`src/rtl/mul_pkg.sv`:
```
// ---------------------------------------------------------------------------
// mul_pkg
//   Shared definitions for the sequential shift-add multiplier.
//   - state_t       : controller state encoding (IDLE, CALC, OUT_LO, OUT_HI)
//   - DEFAULT_WIDTH : default operand width (also the output bus width)
// ---------------------------------------------------------------------------
package mul_pkg;

  localparam int DEFAULT_WIDTH = 16;

  typedef enum logic [1:0] {
    IDLE   = 2'd0,
    CALC   = 2'd1,
    OUT_LO = 2'd2,
    OUT_HI = 2'd3
  } state_t;

endpackage : mul_pkg

```
`src/rtl/mul_datapath.sv`:
```
// ---------------------------------------------------------------------------
// mul_datapath
//   Shift-add datapath of the sequential multiplier: multiplicand register,
//   accumulator, multiplier/quotient register, adder and right shifter.
//   After WIDTH steps o_acc holds the product high half and o_mq the low half.
//
// Ports
//   clk     in   clock, all state changes on the rising edge
//   rst     in   synchronous active-high reset, clears every register
//   i_load  in   capture i_a/i_b and clear the accumulator
//   i_step  in   perform one add-and-shift iteration
//   i_a     in   multiplicand
//   i_b     in   multiplier
//   o_acc   out  accumulator (product high half when finished)
//   o_mq    out  multiplier/quotient register (product low half when finished)
// ---------------------------------------------------------------------------
module mul_datapath
  import mul_pkg::*;
#(
  parameter int WIDTH = DEFAULT_WIDTH
) (
  input  logic             clk,
  input  logic             rst,
  input  logic             i_load,
  input  logic             i_step,
  input  logic [WIDTH-1:0] i_a,
  input  logic [WIDTH-1:0] i_b,
  output logic [WIDTH-1:0] o_acc,
  output logic [WIDTH-1:0] o_mq
);

  logic [WIDTH-1:0] r_mcand;
  logic [WIDTH-1:0] r_acc;
  logic [WIDTH-1:0] r_mq;

  logic [WIDTH-1:0] w_addend;
  // {carry, acc} after the conditional add; bit WIDTH is the adder carry.
  logic [WIDTH:0]   w_sum;

  assign w_addend = r_mq[0] ? r_mcand : '0;
  assign w_sum    = {1'b0, r_acc} + {1'b0, w_addend};

  // The right shift of {carry, acc, mq} moves the carry into the accumulator
  // MSB and the accumulator LSB into the mq MSB. A zero is shifted in above
  // the carry, so the carry never needs to persist between iterations.
  always_ff @(posedge clk) begin
    if (rst) begin
      r_mcand <= '0;
      r_acc   <= '0;
      r_mq    <= '0;
    end else if (i_load) begin
      r_mcand <= i_a;
      r_acc   <= '0;
      r_mq    <= i_b;
    end else if (i_step) begin
      r_acc <= w_sum[WIDTH:1];
      r_mq  <= {w_sum[0], r_mq[WIDTH-1:1]};
    end
  end

  assign o_acc = r_acc;
  assign o_mq  = r_mq;

endmodule : mul_datapath

```
`src/rtl/seq_multiplier.sv`:
```
// ---------------------------------------------------------------------------
// seq_multiplier
//   Sequential unsigned shift-add multiplier. A start in IDLE captures the
//   operands, WIDTH iterations compute the 2*WIDTH-bit product, then the
//   product is emitted as two load beats (low half, then high half) for a
//   downstream WIDTH-bit register.
//
// Ports
//   clk       in   clock
//   rst       in   synchronous active-high reset (wins over start)
//   start     in   request, only honoured in IDLE
//   a         in   multiplicand, captured with an accepted start
//   b         in   multiplier, captured with an accepted start
//   busy      out  high while a product is being computed or emitted
//   done      out  one-cycle pulse together with the high-half beat
//   out_data  out  product half for the downstream register
//   out_load  out  one-cycle strobe qualifying out_data
//   out_sel   out  0 = low half, 1 = high half (valid with out_load)
//
// All outputs are registered from the current state, so each output lags
// the state that produces it by one cycle: a start accepted at edge T gives
// the low beat after T+WIDTH+1, the high beat and done after T+WIDTH+2, and
// busy falls after T+WIDTH+3.
// ---------------------------------------------------------------------------
module seq_multiplier
  import mul_pkg::*;
#(
  parameter int WIDTH = DEFAULT_WIDTH
) (
  input  logic             clk,
  input  logic             rst,
  input  logic             start,
  input  logic [WIDTH-1:0] a,
  input  logic [WIDTH-1:0] b,
  output logic             busy,
  output logic             done,
  output logic [WIDTH-1:0] out_data,
  output logic             out_load,
  output logic             out_sel
);

  localparam int CNT_W = $clog2(WIDTH) + 1;

  state_t           r_state;
  logic [CNT_W-1:0] r_count;
  logic             r_busy;
  logic             r_done;
  logic             r_load;
  logic             r_sel;
  logic [WIDTH-1:0] r_data;

  logic             w_load;
  logic             w_step;
  logic [WIDTH-1:0] w_acc;
  logic [WIDTH-1:0] w_mq;

  // Datapath controls decode straight from the state; reset is handled
  // inside the datapath with the same priority over load/step.
  assign w_load = (r_state == IDLE) && start;
  assign w_step = (r_state == CALC);

  mul_datapath #(
    .WIDTH (WIDTH)
  ) u_datapath (
    .clk    (clk),
    .rst    (rst),
    .i_load (w_load),
    .i_step (w_step),
    .i_a    (a),
    .i_b    (b),
    .o_acc  (w_acc),
    .o_mq   (w_mq)
  );

  always_ff @(posedge clk) begin
    if (rst) begin
      r_state <= IDLE;
      r_count <= '0;
      r_busy  <= 1'b0;
      r_done  <= 1'b0;
      r_load  <= 1'b0;
      r_sel   <= 1'b0;
      r_data  <= '0;
    end else begin
      // Strobes default low so each beat lasts exactly one cycle.
      r_busy <= (r_state != IDLE);
      r_done <= 1'b0;
      r_load <= 1'b0;
      r_sel  <= 1'b0;
      case (r_state)
        IDLE: begin
          if (start) begin
            r_count <= CNT_W'(WIDTH);
            r_state <= CALC;
          end
        end
        CALC: begin
          r_count <= r_count - CNT_W'(1);
          // Last iteration: the counter reaches zero on this edge.
          if (r_count == CNT_W'(1)) begin
            r_state <= OUT_LO;
          end
        end
        OUT_LO: begin
          r_data  <= w_mq;
          r_load  <= 1'b1;
          r_sel   <= 1'b0;
          r_state <= OUT_HI;
        end
        OUT_HI: begin
          r_data  <= w_acc;
          r_load  <= 1'b1;
          r_sel   <= 1'b1;
          r_done  <= 1'b1;
          r_state <= IDLE;
        end
        default: begin
          r_state <= IDLE;
        end
      endcase
    end
  end

  assign busy     = r_busy;
  assign done     = r_done;
  assign out_data = r_data;
  assign out_load = r_load;
  assign out_sel  = r_sel;

endmodule : seq_multiplier

```
`config.mk`:
```
export PLATFORM = sky130hd
export DESIGN_NAME = seq_multiplier
export DESIGN_NICKNAME = d
export VERILOG_FILES = /design/src/rtl/mul_pkg.sv /design/src/rtl/mul_datapath.sv /design/src/rtl/seq_multiplier.sv
export SDC_FILE = /design/constraint.sdc
export NUM_CORES = 1
export LEC_CHECK = 0
export BUFFER_PORTS_ARGS = -buffer_cell sky130_fd_sc_hd__buf_2
export CAP_MARGIN = 25
export CORE_MARGIN = 2
export CORE_UTILIZATION = 40
export DETAILED_ROUTE_END_ITERATION = 8
export HOLD_SLACK_MARGIN = 0.1
export SETUP_SLACK_MARGIN = 0.3
export SYNTH_ARGS = -nofsm -noshare
export SYNTH_HDL_FRONTEND = slang
export SYNTH_HIERARCHICAL = 1
export SYNTH_SLANG_ARGS = --single-unit
```
`constraint.sdc`:
```
create_clock -name clk -period 2.76 [get_ports clk]
set_input_delay 0.414 -clock clk [delete_from_list [all_inputs] [get_ports clk]]
set_output_delay 0.414 -clock clk [all_outputs]
set_load 0.02 [all_outputs]
```
Word-level counts from Yosys, hierarchy flattened:

Cells that the tools add are included.
Widths: inputs -> output; s select.

* shift-type cells: 0
* multiply operators: 0
* multiplexer cells: 11
* $add $sub $neg: 2
* bitwise gates (word level): 0
* magnitude comparators: 0
* div/mod/pow operators: 0
* equal/unequal tests: 6
* reduce and logical (&&, ||, !) cells: 10

Operators with widths (count)
* $mux 16: 3
* $pmux 16 s2: 1
* $add 16x16->17: 1
* $pmux 5 s2: 1
* $pmux 2 s4: 1
* $reduce_bool 2->1: 4
* $eq 5x1->1 const B: 1
* $mux 5: 1
* $sub 5x1->5 const B: 1
* $eq 2x2->1 const B: 2
* $mux 2: 2
* $ne 2x2->1 const B: 2
* $reduce_and 2->1: 2
* $reduce_or 2->1: 2
* $eq 2x1->1 const B: 1
* $logic_not 2->1: 1
* $mux 1: 2
* $logic_and 1x1->1: 1

* register bits: 74
* output and inout bits: 20
* memories: 0
* memory bits (writable): 0
* ROM bits: 0
* bits in latches: 0
* input bits: 35

Logic depth before layout (Yosys ltp):

* depth after elaboration: 4
* mapped depth: 9

Modules after synthesis:

The synthesis kept the hierarchy.

By module, submodules not included
* mul_datapath: area an instance 2836.5 um2, instances 1, cells each 330
* seq_multiplier: area an instance 1357.6 um2, instances 1, cells each 136

Worst setup path before layout:

OpenSTA, ideal clock, no wires.

* kind: reg2reg
* from: register u_datapath.r_mq[0], in the netlist u_datapath/o_mq[0]
* to: register u_datapath.r_acc[13], in the netlist u_datapath/o_acc[13]
* clock period less this slack: 2.181 ns
* buffers on the path: 1
* required time: 2.640 ns
* slack: 0.579 ns
* setup time: 0.120 ns
* arrival time: 2.061 ns
* cell stages (with the launch flop): 10
* cell sequence: dfxtp_1 -> clkbuf_1 -> and2_1 -> ha_1 -> fa_1 -> a21oi_1 -> o211ai_2 -> nand2_1 -> o211ai_1 -> a211o_1

* cells in the longest elaborated chain, start to end: 2

RTL lines
* start, declared: line mul_datapath.sv:34 `logic [WIDTH-1:0] r_mq;`
* start signal, assigned: line mul_datapath.sv:54 `r_mq <= i_b;`
* start signal, assigned: line mul_datapath.sv:57 `r_mq <= {w_sum[0], r_mq[WIDTH-1:1]};`
* $mux 16: line mul_datapath.sv:40 `assign w_addend = r_mq[0] ? r_mcand : '0;`
* $add 16x16->17: line mul_datapath.sv:41 `assign w_sum = {1'b0, r_acc} + {1'b0, w_addend};`
* end signal, assigned: line mul_datapath.sv:56 `r_acc <= w_sum[WIDTH:1];`
* end, declared: line mul_datapath.sv:33 `logic [WIDTH-1:0] r_acc;`

No other way between the ends.
A chain may end at the register's enable or synchronous reset.

Worst setup path in the final report:

* from: register u_datapath.r_mq[0], in the netlist u_datapath/o_mq[0]
* to: register u_datapath.r_acc[7], in the netlist u_datapath/o_acc[7]

The elaborated chain is that of the path after synthesis.

==> results.sh <==
export IMPL_crit_required_ns=2.98
export IMPL_crit_fanout=18
export IMPL_syn_to_final_growth_pct=15.1
export IMPL_cellPowerDensity_nw_per_um2=716
export IMPL_p_sw_share_pct=33.8
export IMPL_dr_pass1_iters=4
export IMPL_grt_pass1_vias=3352
export IMPL_yosysMostFrequentCell="nor2_1"
export IMPL_post_cts_setup_buffer_count=0
export IMPL_synthCells=466
export IMPL_yosysWarnings=6
export IMPL_crit_slowest_cell="fa_1"
export IMPL_synth_largest_area_cell="dfxtp_1"
export IMPL_multi_input_area_um2=2530
export IMPL_max_cap_violations=0
export IMPL_num_io_pins=55
export IMPL_async_flop_share_pct=0
export IMPL_ys_types=70
export IMPL_hold_class="in2reg"
export IMPL_worstPathArrival_ns=2.44
export IMPL_synth_seq_cells=74
export IMPL_path_class="reg2reg"
export IMPL_period_share_pct=80.4
export IMPL_end_kind="register"
export IMPL_io_buffers=54
export IMPL_wl_per_cell_um=14.9
export IMPL_finalHoldViolCount=0
export IMPL_overflow=0
export IMPL_clock_skew_ns=0.0156
export IMPL_grt_pass1_wl_mm=16.1
export IMPL_yosysTopAreaCellShare_pct=35.3
export IMPL_clock_path_buffers=2
export IMPL_irDropWorstVdd_mv=0.431
export IMPL_syn_area_um2=4190
export IMPL_finish_utilization_pct=47.2
export IMPL_drive_gt1_share_pct=22.7
export IMPL_rsz0062_at_grt="false"
export IMPL_ctsHoldBuffers=0
export IMPL_root_buffer="clkbuf_8"
export IMPL_grt_max_degree=61
export IMPL_synth_ff_type="dfxtp_1"
export IMPL_rows=37
export IMPL_synth_avg_cell_area_um2=9.00
export IMPL_die_height_um=106
export IMPL_hpwl_mm=7.08
export IMPL_layout_nets=574
export IMPL_die_area_um2=11300
export IMPL_drc=0
export IMPL_die_w_um=106
export IMPL_n_fill_cell=1004
export IMPL_cts_buffers=9
export IMPL_slew_headroom_pct=58.0
export IMPL_grt_total_usage_pct=17.9
export IMPL_synth_commonest_cells="80 x nor2_1, 74 x dfxtp_1, 52 x mux2i_1, 29 x a21oi_1, 22 x ha_1"
export IMPL_coreArea_um2=10200
export IMPL_setup_viol=0
export IMPL_cts_sinks=74
export IMPL_crit_chain="and2_1, ha_1, fa_1, a21oi_2, o211ai_2, a21boi_0, xor2_1, o21ai_0"
export IMPL_synth_area_top_cells="dfxtp_1 35%, mux2i_1 12%, nor2_1 7.2%"
export IMPL_ys_seq_area_share_pct=35.3
export IMPL_intPower_uw=2290
export IMPL_gp_congestion=0.903
export IMPL_cp_slowest_stage_delay_ns=0.43
export IMPL_n_antenna_cell=0
export IMPL_cts_tree="built"
export IMPL_seq_area_um2=1480
export IMPL_start_kind="register"
export IMPL_slew_viol_final=0
export IMPL_routed_wl_mm=9.77
export IMPL_status="completed"
export IMPL_drt_iter0_markers=172
export IMPL_htreeDepth=3
export IMPL_synth_edff_count=0
export IMPL_viasPerCell=5.23
export IMPL_fmax_ghz=0.451
export IMPL_ctsResizeCount=0
export IMPL_power_switching_uw=1170
export IMPL_vias=3431
export IMPL_start_util_pct=41.0
export IMPL_p_leak_uw=0.00205
export IMPL_clk_pin_slew_ns=0.08
export IMPL_worstSkewPairLatency_ns=0.35
export IMPL_combinationalPowerShare_pct=31.9
export IMPL_timing_setup_tns_ns=0
export IMPL_fin_crit_ns=2.22
export IMPL_clock_power_share_pct=29.1
export IMPL_tightest_slew_ns=0.630
export IMPL_synth_nets=524
export IMPL_antenna_found_initial=0
export IMPL_power_frac_seq_pct=39.0
export IMPL_ant_nets=0
## placed cells by master (no fill, tap or decap), drive strengths merged, types with 4 or more instances in the layout
cell type	synthesis	layout
nand3	10	10
a21oi	32	32
nand2	22	22
inv	16	16
a21boi	4	4
nor2	81	81
buf	14	65
mux2i	52	52
mux2	16	16
a21o	5	5
o21ai	10	10
dfxtp	74	74
o31ai	6	6
clkbuf	12	10
ha	22	22
o211ai	5	5
nor3	6	6
and2	19	19
## through the flow
step	setup slack [ns]	instances	hold slack, ns	cell area, µm²	total power, µW
2_1_floorplan	0.579	466	0.452	4190	2210
3_3_place_gp	0.440	641	0.470	4590	2450
3_5_place_dp	0.378	641	0.475	4590	2480
4_1_cts	0.357	656	0.278	4820	3500
5_1_grt	0.388	656	0.286	4830	3690
6_report	0.541	656	0.294	4830	3460
## power by group through the flow
stage / clock, µW / combinational (µW) / sequential, µW
3_5_place_dp: 0 / 1100 / 1370
5_1_grt: 1090 / 1230 / 1370
2_1_floorplan: 0 / 863 / 1350
3_3_place_gp: 0 / 1080 / 1370
6_report: 1000 / 1100 / 1350
4_1_cts: 1030 / 1110 / 1350
## worst max-delay path, delay by kind of cell (launching register included)
family,cells,cell delay (ns)
AO/OA/AOI/OAI,4,0.73
XOR/XNOR,1,0.16
adder cells (fa/ha/maj),2,0.64
flip-flops,1,0.40
AND/OR/NAND/NOR,1,0.16
## cell families (layout without fill, tap and decap cells)
family | after synthesis | in the layout | synth area share, %
AO/OA/AOI/OAI | 89 | 89 | 15.6
XOR/XNOR | 6 | 6 | 1.25
AND/OR/NAND/NOR | 164 | 164 | 19.4
adder cells (fa/ha/maj) | 23 | 23 | 7.04
multiplexers | 68 | 68 | 16.7
flip-flops | 74 | 74 | 35.3
buffers and inverters | 42 | 96 | 4.65
## flip-flops by register name (all words and copies together), names as in the netlist
signal	cells
u_datapath/o_mq	16
out_load	1
r_state	2
out_data	16
r_count	5
u_datapath/o_acc	16
u_datapath/r_mcand	16
busy	1
out_sel	1
## metal layers
metal  up-vias  GRT usage (%)  routed length (µm)
li1       1745              -                   -
met1      1595           25.2                4940
met2        76           27.2                4180
met3        15           3.56                 497
met4         0           5.92                 153
met5         -              0                   0
## final timing paths
kind | startpoint | endpoint | slack (ns) | depth (start not counted)
worst max register to register | u_datapath/o_mq[0] | u_datapath/o_acc[7] | 0.54 | 8
worst max-delay path | u_datapath/o_mq[0] | u_datapath/o_acc[7] | 0.54 | 8
worst min register to register | u_datapath/r_mcand[11] | u_datapath/r_mcand[11] | 0.49 | 2
worst min-delay path | a[8] | u_datapath/r_mcand[8] | 0.29 | 3
## area by class of cell
class	count	area share, %
sequential	74	30.7
multi-input combinational	350	52.4
tap	136	3.53
clock buffer	10	2.64
timing repair buffer	65	7.31
inverter	16	1.24
clock inverter	5	2.15
Note: power is estimated with default switching activity, not from simulation.
